`src/rtl/lime_output_port_if.sv`:
```
// Valid/ready handshake bundle between the output port and its consumer.
interface lime_output_port_if #(
  parameter int WIDTH = 16
);
  logic [WIDTH-1:0] out_data;
  logic             out_valid;
  logic             out_ready;

  modport master (output out_data, output out_valid, input out_ready);
  modport slave  (input out_data, input out_valid, output out_ready);
endinterface

```
`src/rtl/lime_output_port.sv`:
```
// Buffered core output port: change detector feeding a small FIFO drained over
// valid/ready, with a sticky overflow flag for values dropped while full.
module lime_output_port #(
  parameter int WIDTH = 16,
  parameter int DEPTH = 4
) (
  input  logic                     CLK,
  input  logic                     Reset,
  input  logic [WIDTH-1:0]         proc_output,
  lime_output_port_if.master       port,
  output logic [$clog2(DEPTH):0]   level,
  output logic                     overflow,
  input  logic                     clear_overflow
);
  localparam int AW = $clog2(DEPTH);
  localparam logic [AW:0] FULL_LEVEL = (AW+1)'(DEPTH);

  logic [WIDTH-1:0] mem [DEPTH];
  logic [WIDTH-1:0] last_value;
  logic [AW-1:0]    rd_ptr;
  logic [AW-1:0]    wr_ptr;
  logic             push_req;
  logic             full;
  logic             pop;
  logic             push_ok;
  logic             drop;

  always_comb begin
    push_req = (proc_output != last_value);
    full     = (level == FULL_LEVEL);
    pop      = port.out_valid && port.out_ready;
    // A pop on the same edge frees the slot, so a full FIFO can still accept.
    push_ok  = push_req && (!full || pop);
    drop     = push_req && full && !pop;
  end

  // DEPTH is a power of two, so pointers wrap naturally at their width.
  always_ff @(posedge CLK or negedge Reset) begin
    if (!Reset) begin
      last_value <= '0;
      rd_ptr     <= '0;
      wr_ptr     <= '0;
      level      <= '0;
      overflow   <= 1'b0;
    end else begin
      last_value <= proc_output;
      if (push_ok) wr_ptr <= wr_ptr + 1'b1;
      if (pop)     rd_ptr <= rd_ptr + 1'b1;
      case ({push_ok, pop})
        2'b10:   level <= level + 1'b1;
        2'b01:   level <= level - 1'b1;
        default: level <= level;
      endcase
      if (drop)                overflow <= 1'b1;
      else if (clear_overflow) overflow <= 1'b0;
    end
  end

  // Storage is deliberately left out of reset.
  always_ff @(posedge CLK) begin
    if (Reset && push_ok) mem[wr_ptr] <= proc_output;
  end

  assign port.out_data  = mem[rd_ptr];
  assign port.out_valid = (level != '0);
endmodule

```
`src/flat_wrapper.sv`:
```
// flat-port wrapper written by rule: the top's interface ports become plain ports
module lime_output_port_flat 
#(
  parameter int WIDTH = 16,
  parameter int DEPTH = 4
)
  (CLK, Reset, proc_output, level, overflow, clear_overflow, port_out_data, port_out_valid, port_out_ready);
  lime_output_port_if #(.WIDTH(WIDTH)) port_i ();
  input  logic CLK;
  input  logic Reset;
  input  logic [WIDTH-1:0] proc_output;
  output logic [$clog2(DEPTH):0] level;
  output logic overflow;
  input  logic clear_overflow;
  output wire logic [$bits(port_i.out_data)-1:0] port_out_data;
  output wire logic [$bits(port_i.out_valid)-1:0] port_out_valid;
  input wire logic [$bits(port_i.out_ready)-1:0] port_out_ready;
  assign port_out_data = port_i.out_data;
  assign port_out_valid = port_i.out_valid;
  assign port_i.out_ready = port_out_ready;
  lime_output_port #(.WIDTH(WIDTH), .DEPTH(DEPTH)) u_core (.CLK(CLK), .Reset(Reset), .proc_output(proc_output), .port(port_i), .level(level), .overflow(overflow), .clear_overflow(clear_overflow));
endmodule
```
`config.mk`:
```
export PLATFORM = sky130hd
export DESIGN_NAME = lime_output_port_flat
export DESIGN_NICKNAME = d
export VERILOG_FILES = /design/src/rtl/lime_output_port_if.sv /design/src/rtl/lime_output_port.sv /design/src/flat_wrapper.sv
export SDC_FILE = /design/constraint.sdc
export NUM_CORES = 1
export LEC_CHECK = 0
export CAP_MARGIN = 20
export CORE_MARGIN = 8
export CORE_UTILIZATION = 25
export DETAILED_ROUTE_END_ITERATION = 8
export SLEW_MARGIN = 20
export SYNTH_ARGS = -nofsm -noshare
export SYNTH_HDL_FRONTEND = slang
export SYNTH_SLANG_ARGS = --single-unit
```
`constraint.sdc`:
```
create_clock -name CLK -period 3.31 [get_ports CLK]
set_input_delay 0.4965 -clock CLK [delete_from_list [all_inputs] [get_ports CLK]]
set_output_delay 0.4965 -clock CLK [all_outputs]
set_load 0.005 [all_outputs]
```
Yosys cells after proc, flatten, opt, wreduce, memory -nomap -nowiden
Memory sizes are Yosys's and may differ from the RTL's.
Cells that the tools add are included.
Word-level totals
  bits in registers: 24
  bits in writable memories: 64
  bits of input ports: 20
  output and inout port bits: 21
  word-level logic and storage cells: 30
  memories kept: 1
Cells by class
  $add $sub $neg: 4
  equal/unequal tests: 4
  multiplexer cells: 5
  reduce and logical (&&, ||, !) cells: 11
Memories
  u_core.mem: words 4, width 16, read ports 1, clocked after memory_dff 0, wr ports 1, RTL line lime_output_port.sv:18  | logic [WIDTH-1:0] mem [DEPTH];
Operators with widths (count)
  != test 16 bit: 1
  case mux 3 bit (2 select lines): 1
  logical AND 1 bit: 5
  adder 2 x 1 -> 2 bit, second input constant: 2
  2-to-1 mux 1 bit: 4
  nonzero test 2 bit: 2
  adder 3 x 1 -> 3 bit, second input constant: 1
  == test 3 bit, second input constant: 1
  nonzero test 3 bit: 1
  subtractor 3 x 1 -> 3 bit, second input constant: 1
  == test 2 x 1 -> 1 bit, second input constant: 1
  == test 2 bit, second input constant: 1
  zero test 1 bit: 2
  logical OR 1 bit: 1

Logic depth before layout (Yosys ltp)
  depth in word-level cells: 7
  depth in mapped cells: 8
  mapped depth without buffers: 8

Worst setup path before layout
Ideal clock, no wire load.
  path kind: input -> register
  from: in proc_output[10]
  to: reg u_core.level[1]
  arrival time: 2.047 ns
  data required time: 3.182 ns
  setup slack: 1.135 ns
  stages on the path: 6
  path buffers: 0
  path through: xnor2_1 nand4_1 nor4_4 nor2b_1 fa_1 mux2_1
Between the ends
  longest elaborated chain between the ends: 4
RTL lines
  from (decl): RTL line flat_wrapper.sv:11  | input logic [WIDTH-1:0] proc_output;
  != test 16 bit *: RTL line lime_output_port.sv:29  | push_req = (proc_output != last_value);
  logical AND 1 bit *: RTL line lime_output_port.sv:33  | push_ok = push_req && (!full || pop);
  == test 2 x 1 -> 1 bit or == test 2 bit (tied branches): RTL line lime_output_port.sv:49  | case ({push_ok, pop})
  case mux 3 bit (2 select lines) or nonzero test 2 bit (tied branches)
  to (signal assigned): RTL line lime_output_port.sv:50  | 2'b10: level <= level + 1'b1;
  to (signal assigned): RTL line lime_output_port.sv:51  | 2'b01: level <= level - 1'b1;
  to (signal assigned): RTL line lime_output_port.sv:52  | default: level <= level;
  to (decl): RTL line lime_output_port.sv:11  | output logic [$clog2(DEPTH):0] level,
Mark *: on every way between the ends. The rest lies on a longest branch, timed or not.
A chain may end at the register's enable or synchronous reset.

Worst setup path in the final report
  from: in proc_output[3]
  to: reg u_core.level[1]
Same word-level chain as after synthesis.

==> results by group <==
Routing
  • DR pass1 iterations: 4
  • Initial drt markers: between 100 and 150
  • Vias: 1604
  • Via/cell ratio: slightly above 4
  • Top sig layer: met4
  • Number of routed nets with antenna violations: 0
  • Met2 routed WL: approximately 3100 µm
  • Met3 Wirelength: approximately 370 µm
  • Routed WL: 6520 µm
  • Wire per inst: roughly 16 µm
  • DR DRC count: 0
  • Routed met1 length: ~2900 µm

Placed design
  • DP Cell Count: 380
  • Gpl congestion: around 0.7
  • Worst slack at placement: between 0.3 and 0.4 ns
  • Port Buffers: 40
  • HPWL Detailed: between 4000 and 5000 µm

Power
  • Peak VDD IR: around 0.24 mV
  • Pwr Density: around 800 nW/µm²
  • P_leak: around 0.0015 µW

Critical path
  • Instance count on the critical path: 7
  • Reg2reg start: u_core.last_value[8]
  • Slowest CP cell: clkdlybuf4s50_1
  • WP data arrival: about 2.9 ns
  • WP data required: between 3 and 4 ns
  • R2R Setup Slk: about 1.1 ns
  • Crit path cell chain: clkdlybuf4s50_1 > xnor2_1 > nand4_1 > nor4_4 > nor2b_1 > fa_1 > mux2_1
  • Crit path max fanout: 6
  • Setup crit end kind: flip-flop
  • CP startpoint: proc_output[3]
  • FF-to-FF End: u_core.level[1]
  • Crit path launch type: input pin
  • CP endpoint: u_core.level[1]
  • Crit Path Class: in2reg
  • Crit path buffers/inverters: 1
  • Max incr delay on CP: between 0.6 and 0.7 ns
  • Worst Reg2Reg Path Length in Cells: 6
  • CP delay by family, top: simple AND/OR/NAND/NOR gates

Timing
  • Fin crit period: between 2 and 3 ns
  • Clk_skew: approximately 0.0071 ns
  • Setup tns final: 0 ns
  • Worst-Margin Slew: about 0.52 ns
  • Period utilization: approximately four fifths
  • Setup ws final: approximately 0.67 ns
  • Final hold viol count: 0
  • Slew Viols, Final: 0
  • Final setup fails: 0
  • RSZ-0062 raised after global routing: false
  • Rel. slew slack: roughly two thirds
  • Maximum clock frequency: between 0.3 and 0.4 GHz

Yosys
  • Syn_area_per_cell: around 21 µm²
  • EDFF count, synth: 64
  • Synth Register Bits: a little under 90
  • Syn Inst Count: 160
  • Syn Nets: 185
  • Synth async-reset ratio: between 20 and 30%
  • Unique masters post-synth: 23
  • Warnings from Yosys: 0
  • Area of the mapped netlist: ~3300 µm²
  • Register area share after synthesis: ~76%
  • Ys flop type: edfxtp_1

Die
  • Initial Util: 25.4%
  • Core ar.: 13100 µm²
  • IO Pins: 41
  • Chip Height: approximately 130 µm
  • Full die area: 17300 µm²
  • Rows: 42
  • Die Wd: approximately 130 µm

Finish
  • ANT cells: 0
  • Non-Filler Instances: 396
  • Layout cells sized above 1: between 10% and 20%
  • Synthesis-to-layout area growth: 28.6%
  • Post-layout nets: 240

Status
  • Status: finished, final reports clean

Clock tree
  • Clock slew at reported path FFs: 0.06 ns
  • Longest Clk Path Bufs: 2
  • Clock sink count: 88
  • Cts repair resizes: 0
  • Clock Latency Late Sink: ~0.33 ns
  • Clock root buffer: clkbuf_16
  • Setup Buffers After CTS: 0
  • # hold bufs at CTS: 0
  • H-tree depth: 3
  • TritonCTS clock tree: built
  • Inserted Clock Buffers: 9

Global route
  • Total GRT Usage: about 8.2%
  • Number of global-route vias before repair: around 1800
  • Initial antenna violation count: 0
  • GRT Residual Overflow: 0
  • First-pass GRT wire length: between 10000 and 15000 µm
  • Largest net degree at the start of global routing: 19

Run
  • # Max-Cap Violations: 0

Min path
  • Hold Crit Class: in2async
==> cell type report <==
type	count	area, µm²
inverters	3	11.3
well taps	176	220
clock inverters	2	8.76
clock buffers	14	244
flip-flops and latches	88	2520
fillers	1289	8850
multi-input cells	65	786
repair buffers	48	498
==> sequential cells by signal, summed over array words and instances, names as in the netlist <==
signal and cells:
u_core.last_value 16, u_core.level 3, u_core.mem 64, u_core.overflow 1, u_core.rd_ptr 2, u_core.wr_ptr 2
==> cell usage after synthesis (2+ instances only) <==
library cell / number / share of area (%)
nand2_1: 2 / 0.23
buf_2: 2 / 0.30
inv_1: 3 / 0.34
mux4_2: 16 / 11
edfxtp_1: 64 / 58
xnor2_1: 20 / 5.2
clkbuf_1: 2 / 0.23
mux2i_1: 2 / 0.60
nand4_1: 4 / 0.75
and3_1: 5 / 0.94
nor2b_1: 2 / 0.37
dfrtp_1: 24 / 18
ha_1: 4 / 1.5
==> routing by layer <==
| metal | track usage [%] | vias to the layer above |
|---|---|---|
| li1 | - | 734 |
| met5 | 0 | - |
| met4 | 3.83 | 0 |
| met2 | 12.8 | 34 |
| met3 | 3.32 | 12 |
| met1 | 9.60 | 824 |
==> cells in the final DEF, fill, tap and decap left out, drive strengths merged, types with 3 or more instances in the layout <==
| master | n |
|---|---|
| mux4 | 16 |
| and3 | 5 |
| inv | 3 |
| edfxtp | 64 |
| clkdlybuf4s50 | 40 |
| nand4 | 4 |
| dfrtp | 24 |
| xnor2 | 20 |
| buf | 8 |
| clkbuf | 14 |
| ha | 4 |
==> where the power goes <==
group | switching (µW) | internal, µW | leakage (µW)
logic | 436 | 632 | 0.000482
registers | 105 | 1420 | 0.000869
clock network | 365 | 506 | 0.000122
total | 907 | 2560 | 0.00147
==> cell families (layout without fill, tap and decap cells) <==
kind of cell / count (synthesis) / after routing / synth area share, %
xor+xnor: 21 / 21 / 5.51
simple gates: 18 / 18 / 3.67
buf+inv: 7 / 67 / 0.862
mux: 20 / 20 / 12.1
compound gates: 1 / 1 / 0.188
flops: 88 / 88 / 75.6
fa+ha+maj: 5 / 5 / 2.10
==> worst reg2reg max path, delay by kind of cell (launching register included) <==
kind	cells	cell delay, ns
muxes	1	0.29
adders and majority gates	1	0.41
and+or+nand+nor	3	0.83
DFF	1	0.37
xor gates and xnor gates	1	0.21
==> stage by stage <==
step / power (µW) / area (µm²) / hold slack [ns] / utilization (%)
2_1_floorplan: 2050 / 3340 / 0.201 / -
3_3_place_gp: 2630 / 4040 / 0.499 / 30.7
3_5_place_dp: 2650 / 4040 / 0.505 / 30.7
4_1_cts: 3540 / 4290 / 0.510 / 32.7
5_1_grt: 3660 / 4290 / 0.527 / 32.7
6_report: 3460 / 4290 / 0.509 / 32.7
==> how the worst min path moves through the flow <==
| stage | to | cells after the start |
|---|---|---|
| 5_1_grt | u_core.wr_ptr[0] | 1 |
| 3_5_place_dp | u_core.rd_ptr[0] | 1 |
| 2_1_floorplan | u_core.last_value[0] | 0 |
| 4_1_cts | u_core.wr_ptr[0] | 1 |
| 6_report | u_core.wr_ptr[0] | 1 |
| 3_3_place_gp | u_core.rd_ptr[0] | 1 |
(Power assumes the default switching activity.)
